`src/rtl/game_pkg.sv`:
```
// Shared types, widths and helpers for the round scheduler.
//   state_t     : scheduler FSM states
//   popcount16  : number of set bits in a 16-bit cell mask
package game_pkg;

  typedef enum logic [2:0] {
    IDLE      = 3'd0,
    SPAWN     = 3'd1,
    ACTIVE    = 3'd2,
    ROUND_END = 3'd3,
    DONE      = 3'd4
  } state_t;

  localparam int unsigned GRID_CELLS = 16;
  localparam int unsigned POS_W      = 4;
  localparam int unsigned SIZE_W     = 29;
  localparam int unsigned NUMS_W     = 3;
  localparam int unsigned NUMS_MAX   = 3;
  localparam int unsigned PLACED_W   = 2;
  localparam int unsigned SCORE_W    = 8;
  localparam int unsigned MISS_W     = 4;
  localparam int unsigned ROUND_W    = 8;
  localparam int unsigned CNT_W      = 5;

  function automatic logic [CNT_W-1:0] popcount16(input logic [GRID_CELLS-1:0] v);
    logic [CNT_W-1:0] cnt;
    cnt = '0;
    for (int i = 0; i < int'(GRID_CELLS); i++) begin
      cnt = cnt + CNT_W'(v[i]);
    end
    return cnt;
  endfunction

endpackage

```
`src/rtl/round_scheduler_if.sv`:
```
// Control/status bundle between the game front end and the round scheduler.
//   master : drives start/size/nums and the hit strobe, observes status
//   slave  : the scheduler side
interface round_scheduler_if;
  import game_pkg::*;

  logic                  start;
  logic [SIZE_W-1:0]     size;
  logic [NUMS_W-1:0]     nums;
  logic                  hit_valid;
  logic [POS_W-1:0]      hit_pos;
  logic [GRID_CELLS-1:0] target_mask;
  logic [SCORE_W-1:0]    score;
  logic [MISS_W-1:0]     misses;
  logic [ROUND_W-1:0]    round_num;
  logic                  busy;
  logic                  game_over;

  modport master (
    output start, size, nums, hit_valid, hit_pos,
    input  target_mask, score, misses, round_num, busy, game_over
  );

  modport slave (
    input  start, size, nums, hit_valid, hit_pos,
    output target_mask, score, misses, round_num, busy, game_over
  );

endinterface

```
`src/rtl/lfsr16.sv`:
```
// Free-running 16-bit Fibonacci LFSR, taps 16,14,13,11.
//   clk, reset : clock and synchronous active-high reset (loads SEED)
//   state      : current LFSR value
module lfsr16 #(
  parameter logic [15:0] SEED = 16'hACE1
) (
  input  logic        clk,
  input  logic        reset,
  output logic [15:0] state
);

  always_ff @(posedge clk) begin
    if (reset) begin
      state <= SEED;
    end else begin
      state <= {state[14:0], state[15] ^ state[13] ^ state[12] ^ state[10]};
    end
  end

endmodule

```
`src/rtl/round_scheduler.sv`:
```
// Sequences game rounds: places distinct targets, times each round,
// scores hits and counts expired targets.
//   clk, reset : clock and synchronous active-high reset
//   bus        : start/size/nums/hit inputs; mask, score, misses,
//                round_num, busy, game_over outputs (all registered)
module round_scheduler
  import game_pkg::*;
#(
  parameter int unsigned ROUNDS     = 20,
  parameter int unsigned MAX_MISSES = 5,
  parameter logic [15:0] LFSR_SEED  = 16'hACE1
) (
  input  logic           clk,
  input  logic           reset,
  round_scheduler_if.slave bus
);

  state_t                state_q, state_d;
  logic [GRID_CELLS-1:0] lfsr_q;
  logic [GRID_CELLS-1:0] mask_q, mask_d, mask_after;
  logic [SIZE_W-1:0]     size_q, size_d, timer_q, timer_d;
  logic [PLACED_W-1:0]   nums_q, nums_d, placed_q, placed_d, placed_next;
  logic [SCORE_W-1:0]    score_q, score_d;
  logic [MISS_W-1:0]     misses_q, misses_d;
  logic [ROUND_W-1:0]    round_q, round_d;
  logic                  busy_q, busy_d, over_q, over_d;
  logic [POS_W-1:0]      cand;
  logic                  hit_ok;
  logic [CNT_W-1:0]      miss_sum;
  logic                  unused_lfsr_hi;

  lfsr16 #(.SEED(LFSR_SEED)) u_lfsr (
    .clk   (clk),
    .reset (reset),
    .state (lfsr_q)
  );

  assign cand           = lfsr_q[POS_W-1:0];
  assign unused_lfsr_hi = ^lfsr_q[GRID_CELLS-1:POS_W];

  // A hit on a lit cell is removed before timeout misses are counted.
  assign hit_ok     = bus.hit_valid && mask_q[bus.hit_pos];
  assign mask_after = hit_ok ? (mask_q & ~(GRID_CELLS'(1) << bus.hit_pos)) : mask_q;
  assign miss_sum   = CNT_W'(misses_q) + popcount16(mask_after);

  // Next-state and datapath updates.
  always_comb begin
    state_d     = state_q;
    mask_d      = mask_q;
    size_d      = size_q;
    timer_d     = timer_q;
    nums_d      = nums_q;
    placed_d    = placed_q;
    placed_next = placed_q + PLACED_W'(1);
    score_d     = score_q;
    misses_d    = misses_q;
    round_d     = round_q;

    case (state_q)
      IDLE, DONE: begin
        mask_d = '0;
        if (bus.start) begin
          size_d = (bus.size == '0) ? SIZE_W'(1) : bus.size;
          if (bus.nums == '0) begin
            nums_d = PLACED_W'(1);
          end else if (bus.nums > NUMS_W'(NUMS_MAX)) begin
            nums_d = PLACED_W'(NUMS_MAX);
          end else begin
            nums_d = bus.nums[PLACED_W-1:0];
          end
          score_d  = '0;
          misses_d = '0;
          round_d  = '0;
          placed_d = '0;
          state_d  = SPAWN;
        end
      end

      SPAWN: begin
        // Occupied candidates are simply retried with the next LFSR value.
        if (!mask_q[cand]) begin
          mask_d[cand] = 1'b1;
          placed_d     = placed_next;
          if (placed_next == nums_q) begin
            timer_d = size_q - SIZE_W'(1);
            state_d = ACTIVE;
          end
        end
      end

      ACTIVE: begin
        if (hit_ok) begin
          mask_d  = mask_after;
          score_d = (score_q == '1) ? score_q : score_q + SCORE_W'(1);
        end
        if (mask_after == '0) begin
          state_d = ROUND_END;
        end else if (timer_q == '0) begin
          misses_d = miss_sum[CNT_W-1] ? '1 : miss_sum[MISS_W-1:0];
          state_d  = ROUND_END;
        end else begin
          timer_d = timer_q - SIZE_W'(1);
        end
      end

      ROUND_END: begin
        mask_d   = '0;
        placed_d = '0;
        round_d  = round_q + ROUND_W'(1);
        if (round_d == ROUND_W'(ROUNDS) || misses_q >= MISS_W'(MAX_MISSES)) begin
          state_d = DONE;
        end else begin
          state_d = SPAWN;
        end
      end

      default: state_d = IDLE;
    endcase

    busy_d = (state_d == SPAWN) || (state_d == ACTIVE) || (state_d == ROUND_END);
    over_d = (state_d == DONE);
  end

  // State and output registers.
  always_ff @(posedge clk) begin
    if (reset) begin
      state_q  <= IDLE;
      mask_q   <= '0;
      size_q   <= '0;
      timer_q  <= '0;
      nums_q   <= '0;
      placed_q <= '0;
      score_q  <= '0;
      misses_q <= '0;
      round_q  <= '0;
      busy_q   <= 1'b0;
      over_q   <= 1'b0;
    end else begin
      state_q  <= state_d;
      mask_q   <= mask_d;
      size_q   <= size_d;
      timer_q  <= timer_d;
      nums_q   <= nums_d;
      placed_q <= placed_d;
      score_q  <= score_d;
      misses_q <= misses_d;
      round_q  <= round_d;
      busy_q   <= busy_d;
      over_q   <= over_d;
    end
  end

  assign bus.target_mask = mask_q;
  assign bus.score       = score_q;
  assign bus.misses      = misses_q;
  assign bus.round_num   = round_q;
  assign bus.busy        = busy_q;
  assign bus.game_over   = over_q;

endmodule

```
`src/flat_wrapper.sv`:
```
// flat-port wrapper written by rule: the top's interface ports become plain ports
module round_scheduler_flat import game_pkg::*;
#(
  parameter int unsigned ROUNDS     = 20,
  parameter int unsigned MAX_MISSES = 5,
  parameter logic [15:0] LFSR_SEED  = 16'hACE1
)
  (clk, reset, bus_start, bus_size, bus_nums, bus_hit_valid, bus_hit_pos, bus_target_mask, bus_score, bus_misses, bus_round_num, bus_busy, bus_game_over);
  round_scheduler_if bus_i ();
  input  logic clk;
  input  logic reset;
  input wire logic [$bits(bus_i.start)-1:0] bus_start;
  input wire logic [$bits(bus_i.size)-1:0] bus_size;
  input wire logic [$bits(bus_i.nums)-1:0] bus_nums;
  input wire logic [$bits(bus_i.hit_valid)-1:0] bus_hit_valid;
  input wire logic [$bits(bus_i.hit_pos)-1:0] bus_hit_pos;
  output wire logic [$bits(bus_i.target_mask)-1:0] bus_target_mask;
  output wire logic [$bits(bus_i.score)-1:0] bus_score;
  output wire logic [$bits(bus_i.misses)-1:0] bus_misses;
  output wire logic [$bits(bus_i.round_num)-1:0] bus_round_num;
  output wire logic [$bits(bus_i.busy)-1:0] bus_busy;
  output wire logic [$bits(bus_i.game_over)-1:0] bus_game_over;
  assign bus_i.start = bus_start;
  assign bus_i.size = bus_size;
  assign bus_i.nums = bus_nums;
  assign bus_i.hit_valid = bus_hit_valid;
  assign bus_i.hit_pos = bus_hit_pos;
  assign bus_target_mask = bus_i.target_mask;
  assign bus_score = bus_i.score;
  assign bus_misses = bus_i.misses;
  assign bus_round_num = bus_i.round_num;
  assign bus_busy = bus_i.busy;
  assign bus_game_over = bus_i.game_over;
  round_scheduler #(.ROUNDS(ROUNDS), .MAX_MISSES(MAX_MISSES), .LFSR_SEED(LFSR_SEED)) u_core (.clk(clk), .reset(reset), .bus(bus_i));
endmodule
```
`config.mk`:
```
export PLATFORM = sky130hd
export DESIGN_NAME = round_scheduler_flat
export DESIGN_NICKNAME = d
export VERILOG_FILES = /design/src/rtl/game_pkg.sv /design/src/rtl/round_scheduler_if.sv /design/src/rtl/lfsr16.sv /design/src/rtl/round_scheduler.sv /design/src/flat_wrapper.sv
export SDC_FILE = /design/constraint.sdc
export NUM_CORES = 1
export LEC_CHECK = 0
export ABC_AREA = 1
export BUFFER_PORTS_ARGS = -buffer_cell sky130_fd_sc_hd__buf_2
export CORE_ASPECT_RATIO = 0.9
export CORE_MARGIN = 5
export CORE_UTILIZATION = 35
export CTS_BUF_LIST = sky130_fd_sc_hd__clkbuf_8
export DETAILED_ROUTE_END_ITERATION = 16
export PLACE_DENSITY_LB_ADDON = 0.15
export REMOVE_ABC_BUFFERS = 1
export SYNTH_ARGS = -nofsm -noshare
export SYNTH_HDL_FRONTEND = slang
export SYNTH_SLANG_ARGS = --single-unit
export TNS_END_PERCENT = 5
```
`constraint.sdc`:
```
create_clock -name clk -period 5.75 [get_ports clk]
set_input_delay 0.575 -clock clk [delete_from_list [all_inputs] [get_ports clk]]
set_output_delay 0.575 -clock clk [all_outputs]
set_load 0.005 [all_outputs]
```
Yosys cells after proc, flatten, opt, wreduce, memory -nomap -nowiden
Cells that the tools add are included.

cells by class
  add/sub/neg operators = 21
  order comparisons = 5
  equal/unequal tests = 19
  shift-type cells = 1
  multiplexer cells = 38
  bitwise operators = 6
  reduce and logical (&&, ||, !) cells = 24

operator list
  cell                     number
  $mux W29                 5
  $add A5 B1 Y5            14
  $logic_not A29 Y1        2
  $pmux W29 S2             1
  $sub A29 B1 Y29 const B  2
  $mux W16                 3
  $pmux W16 S3             1
  $pmux W8 S2              2
  $mux W8                  3
  $mux W3                  6
  $add A8 B1 Y8 const B    2
  $and A16 B16 Y16         1
  $logic_not A16 Y1        1
  $mux W4                  4
  $not A16 Y16             1
  $or A16 B16 Y16          1
  $shl A1 B4 Y16 const A   1
  $eq A3 B2 Y1 const B     4
  $pmux W3 S4              1
  $lt A4 B5 Y1 const B     2
  $ne A2 B2 Y1 const B     5
  $bmux W1 S4              2
  $eq A8 B5 Y1 const B     1
  $eq A8 B8 Y1 const B     1
  27 further kinds         48

word-level totals
  register bits after elaboration = 119
  bits of input ports = 40
  output and inout bits = 38
  word-level logic and storage cells = 126

Logic depth before layout (Yosys ltp)
Gate-level depths: netlist of the first run.

  word-level depth = 24
  mapped depth = 28
  mapped depth without buffers = 28

Hierarchy
Synthesis of the first run repeated with hierarchy kept, for this count alone.

second synthesis, totals
  cells, all modules = 1089
  area total of the unflattened synthesis = 7339.5 um2

modules (own cells, without submodules)
  module           instances  cells each  area an instance (um2)  sequential area each (um2)
  round_scheduler  1          1030        6836.6                  2062.0
  lfsr16           1          59          503.0                   320.3

Worst setup path before layout of the first run
OpenSTA, ideal clock, no wires.

  path kind = input port to flip-flop
  start = input port bus_hit_pos[3]
  end = register u_core.misses_q[2], in the netlist u_core.bus.misses[2]
  setup time = 0.132 ns
  arrival time = 5.060 ns
  slack = 0.558 ns
  stages on the path = 24
  cells stage by stage = buf_2 clkinv_1 nand3_1 nand2_2 nand2_2 inv_2 a21oi_1 inv_1 ha_1 inv_1 fa_1 fa_1 fa_1 fa_1 inv_1 ha_1 fa_1 nand2_1 nand2_1 a21oi_1 xnor2_1 o21ai_0 nand3_1 a21oi_1

on the way
  word-level cells in the longest chain between the ends = 24
  elaborated cells on any way between the ends = 30
  those cells by class = add/sub: 16; eq/ne: 1; shift: 1; mux: 7; bitwise: 2; reduce/logical: 3

ends and longest elaborated chain
  what                                                           RTL line                                      RTL
  start, declared                                                flat_wrapper.sv:16                            input wire logic [$bits(bus_i.hit_pos)-1:0] bus_hit_pos;
  $bmux W1 S4 or $shl A1 B4 Y16 (tied branches)                  round_scheduler.sv:42, round_scheduler.sv:43
  $mux W1 (not written as such) or $not A16 Y16 (tied branches)  round_scheduler.sv:42, round_scheduler.sv:43
  $logic_and A1 B1 Y1 or $and A16 B16 Y16 (tied branches)        round_scheduler.sv:42, round_scheduler.sv:43
  $mux W16 (*)                                                   round_scheduler.sv:43                         assign mask_after = hit_ok ? (mask_q & ~(GRID_CELLS'(1) << bus.hit_pos)) : mask_q;
  $add A1 B1 Y2                                                  game_pkg.sv:29                                cnt = cnt + CNT_W'(v[i]);
  $add A5 B1 Y5 (14 in series)                                   game_pkg.sv:29
  $add A4 B5 Y5                                                  round_scheduler.sv:44                         assign miss_sum = CNT_W'(misses_q) + popcount16(mask_after);
  $mux W4                                                        round_scheduler.sv:99                         misses_d = miss_sum[CNT_W-1] ? '1 : miss_sum[MISS_W-1:0];
  $mux W4                                                        round_scheduler.sv:98                         end else if (timer_q == '0) begin
  $mux W4                                                        round_scheduler.sv:96                         if (mask_after == '0) begin
  $pmux W4 S2                                                    round_scheduler.sv:59                         case (state_q)
  end signal, assigned                                           round_scheduler.sv:146                        misses_q <= misses_d;
  end, declared                                                  round_scheduler.sv:24                         logic [MISS_W-1:0] misses_q, misses_d;

Every way passes the cells marked *; elsewhere a longest branch is shown, timed or not. The select of a mux whose other input is x is not followed.
A chain may end at the register's enable or synchronous reset.

Worst setup path in the final report of the first run
  start = input port bus_hit_pos[0]
  end = register u_core.misses_q[2], in the netlist u_core.bus.misses[2]

The elaborated chain is that of the path after synthesis.

==> flow_summary.toml, run 1 <==
[critical_path]
cpMaxStageDelayCell = "fa_1"
timing.rr.start = "u_core.bus.target_mask[12]"
cp_data_required_time_ns = 6.06
cp-start-kind = "input port"
path_max_fanout = 14
path_buf_inv = 6
cp-startpoint = "bus_hit_pos[0]"
crit_arrival_ns = 5.51
critPathCaptureType = "flop"
critPathTopFamily = "adder cells"
timing_worst_setup_path_type = "in -> reg"
crit_path_max_incr_delay_ns = 0.55

[synthesis]
ys_ff_latch = 119
synthArstFlopShare_pct = 0
synth_top_area_share_pct = 33.3
synthTopCellsByArea = "dfxtp_1 (33%), nand2_1 (11%), nor2_1 (7.3%)"
avgSynthCellArea_sq_um = 6.75
synth_area_sq_um = 7160
synth_cell_types = 43
yosys.area.top_type = "dfxtp_1"
syn-instance-count = 1061
yosysWarningCount = 0
synth_edf_count = 0
ys.flop_type = "dfxtp_1"
ys_seq_area_share_pct = 33.3

[routing]
vias = 6921
drt-initial-drc-count = 409
drt-vias-per-instance = 4.96
dr.pass1.iters = 5
route.detailed.drc = 0
wl_per_cell_um = 14.7
wl_mm = 20.5
postRouteAntennaNets = 0

[place]
place.port_buffers = 77
place_inst = 1367
dpl.hpwl_mm = 15.0
placed_area_sq_um = 7750
gp_congestion = 0.868

[clocking]
clock-sinks = 119
cts_buffer_depth = 2
path_clk_slew_ns = 0.07
cts_tree = "yes"
postCtsSetupBuffers = 0
cts_resized = 0
h-tree-depth = 4
cts_buffers = 17
worstSkewPairLatency_ns = 0.45
cts_hold_buf = 0
root_buffer = "clkbuf_8"

[sta]
final-hold-violation-count = 0
skew_ns = 0.0190
slew_headroom_pct = 21.8
worstMarginPinSlew_ns = 1.17
period_minus_slack_ns = 5.20
finalMaxSlewViolations = 0
max_freq_mhz = 192
rsz0062_at_grt = "no"
setup_viol = 0
fin_hold_ws_ns = 0.361
final.setup.tns_ns = 0
period_share_pct = 90.5

[worst_hold_path]
min_from = "bus_size[19]"
hold_class = "in -> reg"

[finish]
fin_nets = 1197
area_growth_pct = 13.6
final_common_cell = "nand2_1"
stdcell_count = 1396
fin_util_pct = 40.6
drive_above_1_share_pct = 13.3
final_area_sq_um = 8130
diodes = 0
mostFrequentLayoutCells = "nand2_1 (205), nor2_1 (138), inv_1 (133)"

[pwr]
power_density_nw_per_um2 = 356
ir_worst_vdd_mv = 0.121
leakage_nw = 3.74

[global_routing]
antenna_found_initial = 0
grt_pass1_wl_mm = 34.2
grt_max_degree = 52
overflow = 0
grt_pass1_vias = 6587
grt_usage_pct = 17.8

[die]
die_y_um = 146
core_region_area_sq_um = 20000
die_w_um = 161
start_util_pct = 35.7
rows = 49
dieArea_sq_um = 23400
num_io_pins = 78

[job]
cap_violations = 0

[status]
status = "completed"
## through the flow
stage	setup slack, ns	total power, mW
final	0.547	2.90
after global routing	0.105	3.14
after CTS	0.571	2.92
after detailed placement	0.109	2.16
after global placement	0.261	2.16
after floorplan	0.586	1.84
## synthesized netlist by cell type, drive strengths merged, types with 13 or more instances
| library cell | number |
|---|---|
| nand2 | 209 |
| nor2 | 145 |
| inv | 131 |
| dfxtp | 119 |
| nand3 | 100 |
| o21ai | 95 |
| a21oi | 56 |
| buf | 24 |
| nor3 | 22 |
| xor2 | 20 |
| clkbuf | 19 |
| xnor2 | 16 |
| ha | 14 |
| o22ai | 14 |
| nor4 | 13 |
## registers in the layout, summed over array words and instances (netlist names)
register,cells
u_core.bus.misses,4
u_core.bus.round_num,8
u_core.timer_q,29
u_core.placed_q,2
u_core.bus.game_over,1
u_core.bus.target_mask,16
u_core.state_q,3
u_core.nums_q,2
u_core.u_lfsr.state,16
u_core.bus.busy,1
u_core.bus.score,8
u_core.size_q,29
## tightest hold or removal path, cell delays in order
cell and delay [ns]:
buf_2 0.09, nand3_1 0.06, o21ai_0 0.06
## cell type report
| type | count | area, sq um |
|---|---|---|
| Inverter | 134 | 503 |
| Clock inverter | 7 | 80.1 |
| Clock buffer | 22 | 303 |
| Timing Repair Buffer | 94 | 513 |
| Sequential cell | 119 | 2380 |
| Multi-Input combinational cell | 765 | 4030 |
| Fill cell | 2149 | 11900 |
| Tap cell | 255 | 319 |
## report_power, final
part / internal, mW / switching [mW] / total, mW
combinational: 0.396 / 0.725 / 1.12
sequential: 0.943 / 0.0818 / 1.02
clock: 0.429 / 0.324 / 0.753
## worst paths after layout
kind | slack [ns] | endpoint | cells after the start
worst max-delay path | 0.55 | u_core.bus.misses[2] | 28
worst min-delay path | 0.36 | u_core.size_q[19] | 3
worst max register to register | 0.56 | u_core.bus.misses[2] | 26
worst min register to register | 0.41 | u_core.u_lfsr.state[9] | 2
## metal layers
layer  wire, um  share of wire [%]  vias to the layer above  GRT usage [%]
li1           -                  -                     3582              -
met1      10600                 52                     3126           26.1
met2       8430                 41                      189           26.2
met3       1100                5.4                       24           3.34
met4        326                1.6                        0           5.67
met5          0                  0                        -              0
## logic make-up after synthesis
kind of cell               Yosys count  share of synthesized area [%]
DFF                                119                           33.3
AOI/OAI and AO/OA                  183                           13.9
xor gates and xnor gates            36                           4.40
and+or+nand+nor                    520                           32.1
adders and majority gates           26                           5.80
buffers and inverters              177                           10.6
(Power assumes the default switching activity.)
==> inputs of run 2 (changes only) <==
--- a/config.mk
+++ b/config.mk
@@ -9,5 +9,5 @@
 export BUFFER_PORTS_ARGS = -buffer_cell sky130_fd_sc_hd__buf_2
 export CORE_ASPECT_RATIO = 0.9
-export CORE_MARGIN = 5
+export CORE_MARGIN = 1.5
 export CORE_UTILIZATION = 35
 export CTS_BUF_LIST = sky130_fd_sc_hd__clkbuf_8
==> constraint.sdc (replaced) <==
create_clock -name clk -period 5.75 [get_ports clk]
set_input_delay 1.15 -clock clk [delete_from_list [all_inputs] [get_ports clk]]
set_output_delay 1.15 -clock clk [all_outputs]
set_load 0.005 [all_outputs]
==> run 2 against run 1 <==
Compared with the run above:
- maximum frequency down 4.3%
- power up 1.8%
- combinational power about the same
- sequential power about the same
- sequential share of layout area down 0.54 points
- first-iteration DRC count up 27%
- critical path depth unchanged
- design area up 1.9%
- critical path type unchanged
- largest cell class unchanged
- highest routed layer unchanged
==> flow_summary.toml, run 2 (same netlist as run 1, synthesis figures left out) <==
[die]
start_util_pct = 35.7
rows = 49
die_y_um = 139
num_io_pins = 78
dieArea_sq_um = 21300
core_region_area_sq_um = 20000
die_w_um = 154

[finish]
mostFrequentLayoutCells = "nand2_1 (205), nor2_1 (138), inv_1 (130)"
final_common_cell = "nand2_1"
final_area_sq_um = 8280
stdcell_count = 1412
area_growth_pct = 15.7
fin_util_pct = 41.3
fin_nets = 1210
fillCellCount = 2176
drive_above_1_share_pct = 15.0
top_regs = "u_core.size_q (29), u_core.timer_q (29)"
diodes = 0

[clocking]
cts_buffer_depth = 2
postCtsSetupBuffers = 0
cts_resized = 0
worstSkewPairLatency_ns = 0.45
root_buffer = "clkbuf_8"
cts_tree = "yes"
path_clk_slew_ns = 0.08
cts_hold_buf = 0
clock-sinks = 119
cts_buffers = 17
h-tree-depth = 4

[routing]
route.detailed.drc = 0
vias = 6904
drt-vias-per-instance = 4.89
postRouteAntennaNets = 0
dr.pass1.iters = 5
drt-initial-drc-count = 518
wl_per_cell_um = 14.6
wl_mm = 20.6

[sta]
setup_viol = 0
worstMarginPinSlew_ns = 1.27
setup_slack_ns = 0.314
final-hold-violation-count = 0
slew_headroom_pct = 15.1
period_share_pct = 94.5
period_minus_slack_ns = 5.44
finalMaxSlewViolations = 0
skew_ns = 0.0146
max_freq_mhz = 184
rsz0062_at_grt = "no"

[critical_path]
rr_endpoint = "u_core.bus.misses[2]"
path_max_fanout = 9
cp_data_required_time_ns = 6.06
critPathTopFamily = "adder cells"
critPathCaptureType = "flop"
cp-start-kind = "input port"
path_buf_inv = 6
timing.rr.start = "u_core.bus.target_mask[13]"
ff2ff_path_depth = 24
r2r_setup_slack_ns = 0.80
crit_path_max_incr_delay_ns = 0.52
cpMaxStageDelayCell = "fa_1"
timing_worst_setup_path_type = "in -> reg"
crit_arrival_ns = 5.75
path_depth = 28

[worst_hold_path]
min_path_cells = 2
hold_end = "u_core.u_lfsr.state[9]"
hold_class = "reg -> reg"
min_from = "u_core.u_lfsr.state[8]"

[global_routing]
grt_usage_pct = 19.7
grt_pass1_vias = 6340
antenna_found_initial = 0
grt_max_degree = 52
overflow = 0
grt_pass1_wl_mm = 33.6

[place]
place_inst = 1380
placed_area_sq_um = 7860
pre_cts_ws_ns = -0.299
place.port_buffers = 77
dpl.hpwl_mm = 15.0
gp_congestion = 0.921

[status]
status = "completed"

[pwr]
p_total_mw = 2.95
leakage_nw = 3.80
power_density_nw_per_um2 = 356
ir_worst_vdd_mv = 0.151

[job]
cap_violations = 0
## run 2: cell types whose count changed in the layout (fill, tap and decap cells not counted), sizes merged
cell / previous run / this run
inv: 135 / 134
clkbuf: 22 / 19
clkinvlp: 0 / 2
clkinv: 4 / 9
buf: 94 / 107
## run 2: worst max path at each step
stage,start,endpoint,slack (ns)
final,bus_hit_pos[0],u_core.bus.misses[2],0.31
after CTS,bus_hit_pos[0],u_core.bus.misses[2],0.16
after global placement,bus_hit_pos[0],u_core.bus.misses[2],-0.21
after detailed placement,bus_hit_pos[0],u_core.bus.misses[2],-0.30
after floorplan,bus_hit_pos[2],u_core.bus.misses[2],0.01
after global routing,bus_hit_pos[0],u_core.bus.misses[2],0.003
## run 2: per-layer routing
layer  vias up  wire length, um  track usage (%)
met2       151             8340             28.4
met1      3130            11100             29.7
met4         0              177             4.85
met3        15              962             3.91
met5         -                0                0
li1       3608                -                -
## run 2: through the flow
| stage | hold WS (ns) | TNS [ns] |
|---|---|---|
| 2_1_floorplan | 0.388 | 0 |
| 3_3_place_gp | 0.391 | -0.671 |
| 3_5_place_dp | 0.396 | -1.00 |
| 4_1_cts | 0.406 | 0 |
| 5_1_grt | 0.431 | 0 |
| 6_report | 0.395 | 0 |
## run 2: layout make-up
| class | count | area, sq um | share of cell area (%) |
|---|---|---|---|
| tap | 255 | 319 | 3.85 |
| sequential | 119 | 2380 | 28.8 |
| inverter | 134 | 503 | 6.07 |
| timing repair buffer | 107 | 623 | 7.52 |
| clock buffer | 19 | 262 | 3.16 |
| clock inverter | 13 | 149 | 1.80 |
| multi-input combinational | 765 | 4050 | 48.8 |
## run 2: report_power, final
| part | internal [mW] | switching (mW) | leakage (nW) |
|---|---|---|---|
| combinational | 0.402 | 0.725 | 2.63 |
| clock | 0.413 | 0.382 | 0.204 |
| sequential | 0.942 | 0.0870 | 0.973 |
## run 2: worst reg2reg max path: stages (launching register included)
cell,delay [ns]
dfxtp_1,0.50
nand2_1,0.08
o21ai_1,0.08
nand2_1,0.06
nand3_1,0.07
nand3_1,0.08
nand2_2,0.09
nand2_2,0.09
o21ai_1,0.20
ha_1,0.26
inv_1,0.07
fa_1,0.42
fa_1,0.52
fa_1,0.44
fa_1,0.49
inv_1,0.04
ha_1,0.20
fa_1,0.39
nand2_1,0.09
nand2_1,0.06
a21oi_2,0.16
xnor2_2,0.15
o21ai_1,0.10
nand3_1,0.09
a21oi_1,0.08
==> inputs of run 3 (changes only) <==
- CTS_BUF_LIST: sky130_fd_sc_hd__clkbuf_8 -> sky130_fd_sc_hd__clkbuf_4 sky130_fd_sc_hd__clkbuf_8 sky130_fd_sc_hd__clkbuf_16
==> run 3 against run 2 <==
Compared with the run above:
- critical path depth unchanged
- register-to-register slack improved by 0.03 ns
- routed wire length increased by 0.47%
- power increased by 10%
- via count increased by 0.80%
- critical path type unchanged
- highest routed layer unchanged
==> flow_summary.toml, run 3 (same netlist as run 1, synthesis figures left out) <==
[status]
status = "completed"

[clocking]
cts_tree = "yes"
clock-sinks = 119
h-tree-depth = 4
postCtsSetupBuffers = 0
path_clk_slew_ns = 0.05
worstSkewPairLatency_ns = 0.42
cts_buffer_depth = 2
root_buffer = "clkbuf_16"
cts_buffers = 17

[critical_path]
crit_path_max_incr_delay_ns = 0.52
path_max_fanout = 9
cpMaxStageDelayCell = "fa_1"
crit_arrival_ns = 5.71
timing_worst_setup_path_type = "in -> reg"
r2r_setup_slack_ns = 0.83
cp_data_required_time_ns = 6.03
critPathTopFamily = "adder cells"
cpMostUsedCell = "nand2_1"
cp-start-kind = "input port"
critPathCaptureType = "flop"
path_buf_inv = 6

[routing]
wl_met1_mm = 11.0
dr.pass1.iters = 5
postRouteAntennaNets = 0
top_layer_used = "met4"
wl_met2_mm = 8.40
drt-initial-drc-count = 491
vias = 6959
wl_met3_mm = 1.07
route.detailed.drc = 0
wl_mm = 20.7
drt-vias-per-instance = 4.93
wl_per_cell_um = 14.6

[die]
core_region_area_sq_um = 20000
rows = 49
die_y_um = 139
start_util_pct = 35.7
num_io_pins = 78
dieArea_sq_um = 21300
die_w_um = 154

[pwr]
ir_worst_vdd_mv = 0.162
clock_power_share_pct = 33.6
seqPwrFrac_pct = 31.7
pwr-share-comb_pct = 34.7
leakage_nw = 3.89
p_int_mw = 2.02
switchingPower_mw = 1.23
p_sw_share_pct = 37.9
power_density_nw_per_um2 = 383

[sta]
period_minus_slack_ns = 5.42
setup_viol = 0
rsz0062_at_grt = "no"
slew_headroom_pct = 15.3
setup_slack_ns = 0.327
skew_ns = 0.00977
max_freq_mhz = 184
final-hold-violation-count = 0
finalMaxSlewViolations = 0
period_share_pct = 94.3
worstMarginPinSlew_ns = 1.27

[finish]
drive_above_1_share_pct = 15.2
fin_nets = 1210
final_common_cell = "nand2_1"
diodes = 0
mostFrequentLayoutCells = "nand2_1 (205), nor2_1 (138), inv_1 (129)"
fin_util_pct = 42.3
area_growth_pct = 18.5
top_regs = "u_core.size_q (29), u_core.timer_q (29)"
fillCellCount = 2143

[global_routing]
grt_pass1_vias = 6376
grt_pass1_wl_mm = 33.7
grt_max_degree = 52
overflow = 0
grt_usage_pct = 19.8
antenna_found_initial = 0

[place]
dpl.hpwl_mm = 15.0
pre_cts_ws_ns = -0.299
gp_congestion = 0.921
place.port_buffers = 77

[worst_hold_path]
hold_class = "reg -> reg"

[job]
cap_violations = 0
run 3: cell count changes in the layout (fill, tap and decap cells not counted):
cell	change
nand2_2	-1
clkbuf_8	-17
fa_1	-1
clkbuf_16	+17
fa_2	+1
clkbuf_4	+1
inv_1	-1
nand2_4	+1
run 3: area by class of cell:
type                       count  area, sq um  area share (%)
multi-input combinational    765         4050            47.8
inverter                     134          503            5.93
sequential                   119         2380            28.1
clock buffer                  20          460            5.43
clock inverter                12          145            1.71
timing repair buffer         107          623            7.34
tap                          255          319            3.76
run 3: per-layer routing:
layer | vias up | track usage [%]
met3 | 20 | 4.25
met5 | - | 0
met1 | 3170 | 29.7
met4 | 0 | 5.01
met2 | 154 | 28.7
li1 | 3615 | -
run 3: final timing paths:
kind	from	to	depth (start not counted)
setup / recovery	bus_hit_pos[0]	u_core.bus.misses[2]	28
hold reg to reg	u_core.u_lfsr.state[14]	u_core.u_lfsr.state[15]	1
hold / removal	u_core.u_lfsr.state[14]	u_core.u_lfsr.state[15]	1
setup reg to reg	u_core.bus.target_mask[13]	u_core.bus.misses[2]	24
run 3: power groups by stage:
stage	clock, mW	sequential, mW	combinational, mW
4_1_cts	1.11	1.03	1.13
5_1_grt	1.15	1.05	1.29
6_report	1.09	1.03	1.13
3_3_place_gp	0	1.05	1.13
3_5_place_dp	0	1.05	1.13
2_1_floorplan	0	1.02	0.817
run 3: stage by stage:
| stage | TNS [ns] | hold WS (ns) | instance area (sq um) | power [mW] | instances |
|---|---|---|---|---|---|
| after global routing | 0 | 0.425 | 8490 | 3.49 | 1412 |
| final | 0 | 0.405 | 8490 | 3.25 | 1412 |
| after detailed placement | -1.00 | 0.396 | 7860 | 2.17 | 1380 |
| after floorplan | 0 | 0.388 | 6910 | 1.84 | 1018 |
| after global placement | -0.671 | 0.391 | 7860 | 2.17 | 1380 |
| after CTS | 0 | 0.406 | 8460 | 3.27 | 1412 |
run 3: repair_timing:
action                                  4_1_cts  5_1_grt
resized for setup                             0        7
endpoints found under the setup margin        0        4
hold endpoints to repair                      0        0
hold buffers                                  0        0
